$ cat src/rtl/vm_pkg.sv
// Types and constants shared by the coin front end and vending_machine.
package vm_pkg;

  typedef enum logic [2:0] {
    IDLE,
    DEBOUNCE,
    EMIT,
    REJECT,
    WAIT_RELEASE
  } state_e;

  localparam int unsigned C5  = 0;
  localparam int unsigned C10 = 1;
  localparam int unsigned C20 = 2;
  localparam int unsigned C50 = 3;

  localparam int unsigned VAL_5  = 5;
  localparam int unsigned VAL_10 = 10;
  localparam int unsigned VAL_20 = 20;
  localparam int unsigned VAL_50 = 50;

  function automatic int unsigned coin_value(input int unsigned idx);
    case (idx)
      C5:      return VAL_5;
      C10:     return VAL_10;
      C20:     return VAL_20;
      C50:     return VAL_50;
      default: return 0;
    endcase
  endfunction

endpackage

$ cat src/rtl/coin_acceptor_sync2.sv
// Two-flop synchronizer for a vector of independent asynchronous lines.
module sync2 #(
  parameter int unsigned WIDTH = 4
) (
  input  logic             clk_i,
  input  logic             rst_ni,
  input  logic [WIDTH-1:0] d_i,
  output logic [WIDTH-1:0] q_o
);

  logic [WIDTH-1:0] meta_q;
  logic [WIDTH-1:0] sync_q;

  always_ff @(posedge clk_i) begin
    if (!rst_ni) begin
      meta_q <= '0;
      sync_q <= '0;
    end else begin
      meta_q <= d_i;
      sync_q <= meta_q;
    end
  end

  assign q_o = sync_q;

endmodule

$ cat src/rtl/coin_acceptor.sv
// Debounces and classifies raw coin sensors into single-cycle accept/reject
// pulses, with saturating diagnostic counters.
module coin_acceptor
  import vm_pkg::*;
#(
  parameter int unsigned DEBOUNCE_CYCLES = 4,
  parameter int unsigned RELEASE_CYCLES  = 4,
  parameter int unsigned CNT_W           = 8
) (
  input  logic             clk,
  input  logic             reset,
  input  logic             raw_5,
  input  logic             raw_10,
  input  logic             raw_20,
  input  logic             raw_50,
  input  logic             inhibit,
  output logic             coin_5,
  output logic             coin_10,
  output logic             coin_20,
  output logic             coin_50,
  output logic             coin_reject,
  output logic             busy,
  output logic [CNT_W-1:0] accept_count,
  output logic [CNT_W-1:0] reject_count
);

  localparam int unsigned DW = (DEBOUNCE_CYCLES > 1) ? $clog2(DEBOUNCE_CYCLES) : 1;
  localparam int unsigned RW = (RELEASE_CYCLES > 1) ? $clog2(RELEASE_CYCLES) : 1;
  localparam logic [DW-1:0] DEB_LAST = DW'(DEBOUNCE_CYCLES - 1);
  localparam logic [RW-1:0] REL_LAST = RW'(RELEASE_CYCLES - 1);

  logic [3:0]       raw_w;
  logic [3:0]       s;
  state_e           state_q;
  logic [3:0]       pat_q;
  logic [DW-1:0]    cnt_q;
  logic [RW-1:0]    rel_q;
  logic [3:0]       coin_q;
  logic             reject_q;
  logic             busy_q;
  logic [CNT_W-1:0] acc_q;
  logic [CNT_W-1:0] rej_q;

  always_comb begin
    raw_w      = '0;
    raw_w[C5]  = raw_5;
    raw_w[C10] = raw_10;
    raw_w[C20] = raw_20;
    raw_w[C50] = raw_50;
  end

  sync2 #(.WIDTH(4)) u_sync (
    .clk_i  (clk),
    .rst_ni (reset),
    .d_i    (raw_w),
    .q_o    (s)
  );

  always_ff @(posedge clk) begin
    if (!reset) begin
      state_q  <= IDLE;
      pat_q    <= '0;
      cnt_q    <= '0;
      rel_q    <= '0;
      coin_q   <= '0;
      reject_q <= 1'b0;
      busy_q   <= 1'b0;
      acc_q    <= '0;
      rej_q    <= '0;
    end else begin
      coin_q   <= '0;
      reject_q <= 1'b0;
      unique case (state_q)
        IDLE: begin
          if (s != '0) begin
            pat_q   <= s;
            cnt_q   <= '0;
            busy_q  <= 1'b1;
            state_q <= DEBOUNCE;
          end
        end
        DEBOUNCE: begin
          if (s != pat_q) begin
            busy_q  <= 1'b0;
            state_q <= IDLE;
          end else if (cnt_q != DEB_LAST) begin
            cnt_q <= cnt_q + 1'b1;
          end else if ($onehot(pat_q) && !inhibit) begin
            // Pulse registered on entry so it is high for exactly the EMIT cycle
            coin_q  <= pat_q;
            state_q <= EMIT;
          end else begin
            reject_q <= 1'b1;
            state_q  <= REJECT;
          end
        end
        EMIT: begin
          if (acc_q != '1) acc_q <= acc_q + 1'b1;
          rel_q   <= '0;
          state_q <= WAIT_RELEASE;
        end
        REJECT: begin
          if (rej_q != '1) rej_q <= rej_q + 1'b1;
          rel_q   <= '0;
          state_q <= WAIT_RELEASE;
        end
        WAIT_RELEASE: begin
          if (s != '0) begin
            rel_q <= '0;
          end else if (rel_q == REL_LAST) begin
            busy_q  <= 1'b0;
            state_q <= IDLE;
          end else begin
            rel_q <= rel_q + 1'b1;
          end
        end
        default: begin
          busy_q  <= 1'b0;
          state_q <= IDLE;
        end
      endcase
    end
  end

  assign coin_5       = coin_q[C5];
  assign coin_10      = coin_q[C10];
  assign coin_20      = coin_q[C20];
  assign coin_50      = coin_q[C50];
  assign coin_reject  = reject_q;
  assign busy         = busy_q;
  assign accept_count = acc_q;
  assign reject_count = rej_q;

endmodule

$ cat config.mk
export PLATFORM = sky130hd
export DESIGN_NAME = coin_acceptor
export DESIGN_NICKNAME = d
export VERILOG_FILES = /design/src/rtl/vm_pkg.sv /design/src/rtl/coin_acceptor_sync2.sv /design/src/rtl/coin_acceptor.sv
export SDC_FILE = /design/constraint.sdc
export NUM_CORES = 1
export LEC_CHECK = 0
export ABC_CLOCK_PERIOD_IN_PS = 3200
export CORE_UTILIZATION = 50
export CTS_BUF_LIST = sky130_fd_sc_hd__clkbuf_8
export DETAILED_ROUTE_END_ITERATION = 6
export PLACE_DENSITY = 0.75
export SLEW_MARGIN = 10
export SYNTH_ARGS = -nofsm -noshare
export SYNTH_HDL_FRONTEND = slang
export SYNTH_SLANG_ARGS = --single-unit
$ cat constraint.sdc
create_clock -name clk -period 3.2 [get_ports clk]
set_clock_uncertainty 0.2 [all_clocks]
set_input_delay 0.32 -clock clk [delete_from_list [all_inputs] [get_ports clk]]
set_output_delay 0.32 -clock clk [all_outputs]
set_load 0.03 [all_outputs]
== Word-level counts from Yosys, hierarchy flattened ==
Cells that the tools add are included.
Cells by class
  $add $sub $neg: 7
  eq/ne operators: 18
  multiplexer cells: 20
  bitwise operators: 4
  reductions and logical operators: 16
Operators with widths (number)
  $add 8x1->8 const B: 2
  $ne 8x8->1 const B: 2
  $mux 3: 5
  $ne 2x2->1 const B: 7
  $pmux 3 s4: 1
  $mux 2: 5
  $pmux 2 s2: 2
  $reduce_and 2->1: 4
  $reduce_and 4->1: 2
  $eq 3x1->1 const B: 2
  $eq 3x2->1 const B: 2
  $mux 1: 6
  $ne 3x3->1 const B: 2
  $reduce_and 5->1: 1
  $reduce_or 5->1: 1
  $add 1x1->2: 2
  $add 2x1->2 const B: 2
  $ne 4x4->1: 1
  $not 1->1: 4
  $pmux 1 s4: 1
  $reduce_bool 2->1: 2
  $reduce_bool 4->1: 1
  $reduce_or 4->1: 1
  $add 2x2->3: 1
  other kinds (6): 6
Word-level totals
  bits in registers: 41
  bits of input ports: 7
  output and inout port bits: 22
  logic and storage cells: 76

== Longest topological paths before layout ==
Gate-level depths: netlist of run 1.
  depth after elaboration: 8
  mapped depth: 9
  gate-level depth less buffers: 9

== Cells and area by module ==
A second synthesis of run 1 with hierarchy kept.
Second synthesis, totals
  cells, all modules: 198
  area total of the unflattened synthesis: 1811.7 µm²
By module, submodules not included
  coin_acceptor: times used 1, cells each 182, area an instance 1601.5 µm²
  sync2: times used 1, cells each 16, area an instance 210.2 µm²

== Least setup slack after synthesis of run 1 ==
Ideal clock, no wire load.
  path kind: flip-flop to flip-flop
  start point: reg pat_q[0]
  end point: reg coin_q[0]
  arrival: 2260 ps
  required time: 2908 ps
  setup slack: 649 ps
  stages on the path, launching flop included: 8
  buffers on the path: 0
  period minus slack after synthesis: 2551 ps
  cells stage by stage: dfxtp_1 inv_1 fa_1 inv_1 ha_1 ha_1 or4b_2 nor4_1
On the way
  word-level cells in the longest chain between the ends: 6
Ends and longest elaborated chain
  start: declaration: line coin_acceptor.sv:35  | logic [3:0] pat_q;
  start signal: assignment: line coin_acceptor.sv:76  | pat_q <= s;
  $add 1x1->2 (implied by the code): line coin_acceptor.sv:88  | end else if ($onehot(pat_q) && !inhibit) begin
  $add 2x2->3 (implied by the code): line coin_acceptor.sv:88
  $eq 3x1->1: line coin_acceptor.sv:88
  $logic_and 1x1->1: line coin_acceptor.sv:88
  $not 1->1 (no line)
  $reduce_or 5->1 (no line)
  end signal: assignment: line coin_acceptor.sv:90  | coin_q <= pat_q;
  end: declaration: line coin_acceptor.sv:38  | logic [3:0] coin_q;
Parallel ways exist; a longest one is shown, timed or not.
A chain may end at the register's enable or synchronous reset.

== Final worst setup path of run 1 ==
  start point: reg pat_q[0]
  end point: reg coin_q[3]
On the way
  word-level cells in the longest chain between the ends: 6
Ends and longest elaborated chain (line)
  $add 1x1->2 (implied by the code): coin_acceptor.sv:88
  $add 2x2->3 (implied by the code): coin_acceptor.sv:88
  $eq 3x1->1: coin_acceptor.sv:88
  $logic_and 1x1->1: coin_acceptor.sv:88
  $not 1->1 (no line)
  $reduce_or 5->1 (no line) (*)
Every way passes the cells marked *; elsewhere a longest branch is shown, timed or not.

==> impl_results.md, run 1 <==
* Number of synthesized flops with an enable pin at 0
* Final core occ at a little under two thirds
* RSZ-0062 raised after global routing: false
* Synth warn at 0
* Hold-fix buffers at CTS at 0
* CTS Buf Count at 5
* Post-synth top area cell: dfxtp_1
* Cell variety after synth at between 50 and 60
* Vias in the first global route at roughly 1300
* Worst hold path class: reg2reg
* Number of gates resized after CTS at 0
* Worst path top cell family by delay: adder cells
* Async S/R FF share, synth at 0%
* Leakage at ~0.86 nW
* Startpoint Class: flip-flop
* Layout cell share with drive strength beyond 1 at a little under a tenth
* Ports at 29
* Die area at between 4000 and 5000 µm²
* Core ar. at around 3700 µm²
* Netlist Area Pre-Place at around 1900 µm²
* CTS clk-pin slew, worst paths at 90 ps
* Worst Max-Slew Pin Slew at about 600 ps
* Period utilization at ~85%
* First-pass GRT wire length at between 6000 and 7000 µm
* Synth Register Bits at between 40 and 50
* Final setup fails at 0
* Register area share after synthesis at ~43%
* Via/cell ratio at roughly 5.5
* DRC viols at 0
* Min Tclk post-route at approximately 2700 ps
* Htree depth at 2
* Area Overhead vs Synth at 21.9%
* Area share of the largest cell type after synthesis at between 40% and 50%
* Placed inst area at roughly 2200 µm²
* Crit path max-delay cell type: or4b_2
* Slew Limit Fails at 0
* Layout Nets at around 250
* Synth top area cells: dfxtp_1, ha_1, nor2_1
* Peak Freq at 370 MHz
* Vias at around 1500
* Worst-Skew Late Latency at ~300 ps
* Starting Density at 52.1%
* Pre-CTS setup slack at roughly 540 ps
* Syn Area/Cell at between 9 and 10 µm²
* Mapped Nets at 216
* Crit-path max cell delay at roughly 740 ps
* DR pass1 iterations at 4
* TritonCTS clock tree: yes
* Synth Flop Type: dfxtp_1
* Fin. Hold Viols at 0
* # Post-CTS Setup Buffers at 0
* VDD IR max at 0.389 mV
* Total power draw at roughly 1.1 mW
* Wirelength per Cell at 12.5 µm
* GRT Residual Overflow at 0
* Clock tree buffer depth at 2
* PwrDens at between 400 and 500 nW/µm²
* Port-buffer cells at 28
* Critical path class: reg2reg
* DR iter-0 viols at 70
* Clock sink count at 41
* WP data required at approximately 3200 ps
* Post-Layout Inst Area at between 2000 and 2500 µm²
* GPL Wtd Cong at slightly below 0.8
* Dpl hpwl at between 2000 and 2500 µm
* Cells after DPL at between 200 and 300
* Die X at 63.8 µm
* CP cell instances: inv_1 -> fa_1 -> inv_1 -> ha_1 -> ha_1 -> or4b_2 -> nor4_1
* Vert. Die Dim at ~64 µm
* Commonest non-fill, non-tap cell in the layout: dfxtp_1
* Critical path data arrival time at about 2700 ps
* Most frequent cells in the layout: dfxtp_1, clkdlybuf4s50_1, nor2_1, nand2_1, nand3_1
* Status: finished, final reports clean
* Non-filler instance count after layout at 280
* Total GRT Usage at approximately a fifth
* Max-Cap Viols at 0
* Setup_tns at 0 ps
* Post-Route WL at approximately 3500 µm
* Headroom to the max-slew limit at 59.9%
* Largest net degree at the start of global routing at 23
* Worst Path Buf+Inv at 2
* Mapped Cells at between 200 and 250
* Final worst slack at 494 ps
* Antenna cells at 0
* Num rows at 22
* Critical path endpoint category: flip-flop
* Root Buffer: clkbuf_8
* Crit-path max FO at 4
* Routed Antenna Nets at 0
* Initial antenna violation count at 0
* WHS at around 230 ps
==> kinds of logic after synthesis <==
| logic type | Yosys count | share of synthesized area [%] |
|---|---|---|
| AO/OA/AOI/OAI | 36 | 13.2 |
| AND/OR/NAND/NOR | 89 | 28.5 |
| flip-flops | 41 | 43.0 |
| adder cells (fa/ha/maj) | 7 | 4.99 |
| multiplexers | 3 | 1.64 |
| XOR/XNOR | 9 | 4.13 |
| buffers and inverters | 17 | 4.53 |
==> path summary, 6_finish.rpt <==
kind	from	end	slack [ps]	depth (start not counted)
worst max-delay path	pat_q[0]	coin_q[3]	490	7
worst min-delay path	u_sync.meta_q[2]	u_sync.q_o[2]	230	1
worst max register to register	pat_q[0]	coin_q[3]	490	7
worst min register to register	u_sync.meta_q[2]	u_sync.q_o[2]	230	1
==> flip-flops by register name, indices dropped and copies added, names as in the netlist <==
| name | cells |
|---|---|
| coin_reject | 1 |
| rel_q | 2 |
| u_sync.meta_q | 4 |
| coin_q | 4 |
| accept_count | 8 |
| busy | 1 |
| cnt_q | 2 |
| state_q | 3 |
| pat_q | 4 |
| reject_count | 8 |
| u_sync.q_o | 4 |
==> where the power goes <==
group | switching [mW] | leakage (nW) | internal (mW) | total (mW)
sequential | 0.0315 | 0.333 | 0.531 | 0.562
combinational | 0.0860 | 0.475 | 0.0703 | 0.156
clock | 0.190 | 0.0543 | 0.233 | 0.423
==> layout make-up <==
type                    instances  area (µm²)
fillers                       309        1340
multi-input cells             144        1000
flip-flops and latches         41         821
repair buffers                 30         295
clock buffers                   5        68.8
well taps                      48        60.1
clock inverters                 3        46.3
inverters                       9        33.8
==> layer usage <==
layer / GRT usage (%) / up-vias / routed length (µm)
li1: - / 797 / -
met1: 27.2 / 703 / 1810
met2: 28.6 / 38 / 1460
met3: 5.36 / 6 / 178
met4: 6.82 / 0 / 51
met5: 0 / - / 0
==> synthesized netlist by cell type (2+ instances only) <==
master	count
nor3_1	3
and2_1	8
o21ai_0	9
nand2_1	13
mux2i_1	2
inv_1	8
a22oi_1	4
a31oi_1	2
buf_4	2
nor4_4	2
nand3_1	12
nor4_1	7
o31ai_1	3
and4_1	2
a21oi_1	5
clkbuf_1	3
buf_6	2
nand4_1	6
ha_1	6
nor2_1	19
dfxtp_1	41
xor2_1	8
No activity file was read; power rests on OpenSTA's default activity.
==> run 2, diff against run 1 <==
--- a/config.mk
+++ b/config.mk
@@ -5,7 +5,7 @@
 export SDC_FILE = /design/constraint.sdc
 export NUM_CORES = 1
 export LEC_CHECK = 0
-export ABC_CLOCK_PERIOD_IN_PS = 3200
+export ABC_CLOCK_PERIOD_IN_PS = 2510
 export CORE_UTILIZATION = 50
 export CTS_BUF_LIST = sky130_fd_sc_hd__clkbuf_8
 export DETAILED_ROUTE_END_ITERATION = 6
==> constraint.sdc (replaced) <==
create_clock -name clk -period 2.51 [get_ports clk]
set_clock_uncertainty 0.2 [all_clocks]
set_input_delay 0.251 -clock clk [delete_from_list [all_inputs] [get_ports clk]]
set_output_delay 0.251 -clock clk [all_outputs]
set_load 0.03 [all_outputs]
==> impl_results.md, run 2 (synthesized netlist as in run 1, its figures left out) <==
* Status: complete, but fails checks
* Failing checks: setup timing
* Final worst slack at -3.99 ps (-498 ps)
* Num rows at 22 (unchanged)
* Period utilization at 100% (+16 points)
* GPL Wtd Cong at 0.818 (+5.2%)
* Die area at 4060 µm² (unchanged)
* Critical path class: reg2reg
* DR pass1 iterations at 6 (+2)
* CTS clk-pin slew, worst paths at 70 ps (-20 ps)
* Worst hold path stage count at 1 (unchanged)
* Worst r2r dst: coin_q[0]
* Slew Limit Fails at 0 (unchanged)
* RSZ-0062 raised after global routing: true
* Post-Route WL at 3740 µm (+7.0%)
* Port-buffer cells at 28 (unchanged)
* Hold-fix buffers at CTS at 0 (unchanged)
* Initial antenna violation count at 0 (unchanged)
* Most frequent cells in the layout: dfxtp_1, clkdlybuf4s50_1, nor2_1, nand2_1, nand3_1
* VDD IR max at 0.369 mV (-5.1%)
* Reg2reg setup slack at -4 ps (-500 ps)
* Worst Max-Slew Pin Slew at 624 ps (+28.8 ps)
* Total GRT Usage at 18.7% (-0.78 points)
* Critical path endpoint category: flip-flop
* Leakage at 0.909 nW (+5.4%)
* GRT Residual Overflow at 0 (unchanged)
* Total power draw at 1.39 mW (+21%)
* Largest net degree at the start of global routing at 23 (unchanged)
* Htree depth at 2 (unchanged)
* CTS Buf Count at 5 (unchanged)
* Headroom to the max-slew limit at 58.0% (-1.9 points)
* Core ar. at 3660 µm² (unchanged)
* WHS at 236 ps (+1.20 ps)
* DR iter-0 viols at 94 (+34%)
* Min Tclk post-route at 2510 ps (-192 ps)
* Starting Density at 52.1% (unchanged)
* Antenna cells at 0 (unchanged)
* DRC viols at 0 (unchanged)
* Final setup fails at 1 (+1)
* First-pass GRT wire length at 5980 µm (-4.2%)
* Vert. Die Dim at 63.8 µm (unchanged)
* Clock sink count at 41 (unchanged)
* Clock tree buffer depth at 2 (unchanged)
* Dpl hpwl at 2490 µm (+5.1%)
* Peak Freq at 398 MHz (+7.6%)
* Layout Nets at 249 (+1.6%)
* Die X at 63.8 µm (unchanged)
* RR Startpoint: pat_q[0]
* Wirelength per Cell at 13.2 µm (+5.8%)
* Routed Antenna Nets at 0 (unchanged)
* Vias in the first global route at 1390 (+3.0%)
* Worst-Skew Late Latency at 290 ps (about the same)
* WP data required at 2510 ps (-700 ps)
* Fin. Hold Viols at 0 (unchanged)
* Area Overhead vs Synth at 27.2%
* Layout cell share with drive strength beyond 1 at 15.7% (+6.3 points)
* Root Buffer: clkbuf_8
* Worst hold path class: reg2reg
* Commonest non-fill, non-tap cell in the layout: dfxtp_1
* Hold Path End: u_sync.q_o[3]
* TritonCTS clock tree: yes
* Critical path data arrival time at 2510 ps (-210 ps)
* Max-Cap Viols at 0 (unchanged)
* Ports at 29 (unchanged)
* Crit path max-delay cell type: or4b_4
* Via/cell ratio at 5.61 (+1.8%)
* Min-delay src: u_sync.meta_q[3]
* Startpoint Class: flip-flop
* PwrDens at 572 nW/µm² (+16%)
* CP cell instances: inv_2 -> fa_1 -> inv_1 -> ha_2 -> ha_4 -> or4b_4 -> buf_12 -> nor4_4
* FF-to-FF path depth at 8 (+1)
* Crit-path max FO at 3 (-1)
* Crit-path max cell delay at 560 ps (-180 ps)
* Vias at 1589 (+2.9%)
run 2: repair_timing:
action / in CTS / in global routing
cloned: 0 / 0
buffers inserted: 0 / 3
pin swaps: 0 / 2
endpoints found under the setup margin: 1 / 5
gates resized for setup: 1 / 15
run 2: per-layer routing:
| metal | global-route usage (%) | vias up | part of all wire [%] |
|---|---|---|---|
| li1 | - | 801 | - |
| met1 | 24.2 | 748 | 48 |
| met2 | 29.0 | 33 | 47 |
| met3 | 3.75 | 7 | 3.4 |
| met4 | 10.2 | 0 | 1.6 |
| met5 | 0 | - | 0 |
run 2: final cells by class:
cell class | instances | area [µm²]
clock inverters | 1 | 7.51
well taps | 48 | 60.1
multi-input cells | 144 | 1080
flip-flops and latches | 41 | 827
repair buffers | 34 | 338
fillers | 303 | 1240
inverters | 9 | 33.8
clock buffers | 6 | 82.6
run 2: power by group:
part	total (mW)	internal (mW)	switching (mW)
Sequential	0.716	0.677	0.0388
Clock	0.432	0.217	0.215
Combinational	0.239	0.109	0.130
run 2: worst max-delay path, delay by kind of cell (launching register included):
family	cells	cell delay, ps
adder cells (fa/ha/maj)	3	920
AND/OR/NAND/NOR	2	690
flip-flops	1	330
buffers and inverters	3	270
run 2: how the worst max path moves through the flow:
stage / cells past startpoint / start / slack, ps / endpoint
2_1_floorplan: 7 / pat_q[0] / 120 / coin_q[0]
6_report: 8 / pat_q[0] / -4 / coin_q[0]
5_1_grt: 8 / pat_q[0] / -60 / coin_q[0]
3_5_place_dp: 7 / pat_q[1] / 6 / coin_q[3]
4_1_cts: 7 / pat_q[1] / 40 / coin_q[3]
3_3_place_gp: 7 / pat_q[1] / 80 / coin_q[0]
run 2: metrics by stage:
stage	worst slack, ps	utilization, %	TNS [ps]	instances	area [µm²]
2_1_floorplan	119	-	0	202	1910
3_3_place_gp	81.7	60.7	0	273	2220
3_5_place_dp	6.37	60.7	0	273	2220
4_1_cts	38.1	63.2	0	280	2310
5_1_grt	-59.8	66.2	-199	283	2420
6_report	-3.99	66.2	-3.99	283	2420
==> run 3, diff against run 2 <==
--- a/config.mk
+++ b/config.mk
@@ -9,7 +9,7 @@
 export CORE_UTILIZATION = 50
 export CTS_BUF_LIST = sky130_fd_sc_hd__clkbuf_8
 export DETAILED_ROUTE_END_ITERATION = 6
-export PLACE_DENSITY = 0.75
+export DONT_BUFFER_PORTS = 1
 export SLEW_MARGIN = 10
 export SYNTH_ARGS = -nofsm -noshare
 export SYNTH_HDL_FRONTEND = slang
==> impl_results.md, run 3 (synthesized netlist as in run 1, its figures left out) <==
* Total power draw at 1.39 mW (+0.22%)
* Area of the multi-input gates at 1070 µm² (-0.23%)
* Critical path data arrival time at 2400 ps (-110 ps)
* Placed inst area at 1970 µm² (-11%)
* WHS at 83.0 ps (-153 ps)
* Post-Route WL at 3910 µm (+4.6%)
* Worst hold path class: in2reg
* Worst Path Buf+Inv at 2 (-1)
* Die area at 4060 µm² (unchanged)
* Min Tclk post-route at 2390 ps (-126 ps)
* Dpl hpwl at 2660 µm (+6.8%)
* Layout cell share with drive strength beyond 1 at 16.7% (+1.0 points)
* Final setup fails at 0 (-1)
* Critical path class: reg2reg
* Non-filler instance count after layout at 263 (-7.1%)
* TritonCTS clock tree: yes
* Critical path endpoint category: flip-flop
* VDD IR max at 0.333 mV (-9.6%)
* Core ar. at 3660 µm² (unchanged)
* Min-delay src: reset
* FF+latch area at 823 µm² (-0.45%)
* DR pass1 iterations at 4 (-2)
* Fillers at 318 (+5.0%)
* Worst path top cell family by delay: adder cells
* Htree depth at 2 (unchanged)
* Largest net degree at the start of global routing at 23 (unchanged)
* Routed Antenna Nets at 0 (unchanged)
* Leakage at 0.840 nW (-7.6%)
* Wirelength per Cell at 14.9 µm (+13%)
* Clock sink count at 41 (unchanged)
* Worst-Skew Late Latency at 300 ps (about the same)
* Crit path max-delay cell type: or4b_4
* Period utilization at 95.1% (-5.0 points)
* First-pass GRT wire length at 6830 µm (+14%)
* Final worst slack at 122 ps (+126 ps)
* Crit-path max FO at 4 (+1)
* CP cell instances: inv_1 -> fa_1 -> inv_1 -> ha_1 -> ha_4 -> or4b_4 -> nor4_4
* Clock tree buffer depth at 2 (unchanged)
* Critical path's most frequent cell: inv_1
* DRC viols at 0 (unchanged)
* Via/cell ratio at 5.91 (+5.2%)
* CTS Buf Count at 5 (unchanged)
* # Post-CTS Setup Buffers at 0 (unchanged)
* Post-Layout Inst Area at 2200 µm² (-9.3%)
* Layout Nets at 228 (-8.4%)
* Max-Cap Viols at 0 (unchanged)
* Area Overhead vs Synth at 15.4%
* Total GRT Usage at 21.9% (+3.2 points)
* Vias at 1554 (-2.2%)
* Setup crit start: pat_q[3]
* Pre-CTS setup slack at 17.2 ps (+10.8 ps)
* Starting Density at 52.1% (unchanged)
* Headroom to the max-slew limit at 52.2% (-5.7 points)
* Most frequent cells in the layout: dfxtp_1, nor2_1, nand2_1, nand3_1, o21ai_0
* Port-buffer cells at 0 (-100%)
* Vert. Die Dim at 63.8 µm (unchanged)
* Antenna cells at 0 (unchanged)
* Root Buffer: clkbuf_8
* GRT Residual Overflow at 0 (unchanged)
* Worst Max-Slew Pin Slew at 714 ps (+89.6 ps)
* Ports at 29 (unchanged)
* Commonest non-fill, non-tap cell in the layout: dfxtp_1
* Crit-path max cell delay at 540 ps (-20 ps)
* DR iter-0 viols at 95 (+1.1%)
* Fin. Hold Viols at 0 (unchanged)
* PwrDens at 632 nW/µm² (+10%)
* WP data required at 2530 ps (+20 ps)
* Initial antenna violation count at 0 (unchanged)
* RSZ-0062 raised after global routing: false
* Startpoint Class: flip-flop
* GPL Wtd Cong at 0.822 (+0.56%)
* Cells after DPL at 249 (-8.8%)
* Setup_tns at 0 ps (+3.99 ps)
* Slew Limit Fails at 0 (unchanged)
* Die X at 63.8 µm (unchanged)
* CTS clk-pin slew, worst paths at 80 ps (about the same)
* Final core occ at 60.1% (-6.2 points)
* Status: finished, final reports clean
* RR Startpoint: pat_q[3]
* Peak Freq at 419 MHz (+5.3%)
* Num rows at 22 (unchanged)
* Vias in the first global route at 1515 (+9.0%)
run 3: final cells by class:
class,instances,area share [%]
well taps,48,2.73
inverters,9,1.54
clock inverters,2,0.626
clock buffers,6,3.75
multi-input cells,144,48.8
flip-flops and latches,41,37.4
repair buffers,13,5.12
run 3: worst register-to-register path, delay by kind of cell (launching register included):
family	cells	cell delay [ps]
buf+inv	2	130
simple gates	2	680
flops	1	350
fa+ha+maj	3	930
run 3: path summary, 6_finish.rpt:
check	endpoint	depth (start not counted)	slack (ps)
worst max-delay path	coin_q[0]	7	120
worst min-delay path	cnt_q[1]	3	80
worst max register to register	coin_q[0]	7	120
worst min register to register	u_sync.q_o[2]	1	240
run 3: repair_timing:
action                                 CTS  global route
pin swaps                                0             1
setup endpoints to repair                1             5
gates resized for setup                  1            11
hold buffers                             6             0
endpoints found under the hold margin   23             0
run 3: routing by layer:
layer  track usage, %  up-vias  share of wire (%)
met5                0        -                  0
met4             11.4        0                2.7
met3             6.43       11                5.2
met2             36.4       48                 49
met1             25.2      731                 43
li1                 -      764                  -
run 3: report_power, final:
part | internal [mW] | switching (mW) | total (mW)
sequential | 0.677 | 0.0496 | 0.727
clock | 0.223 | 0.230 | 0.453
combinational | 0.0923 | 0.118 | 0.210
total | 0.992 | 0.398 | 1.39
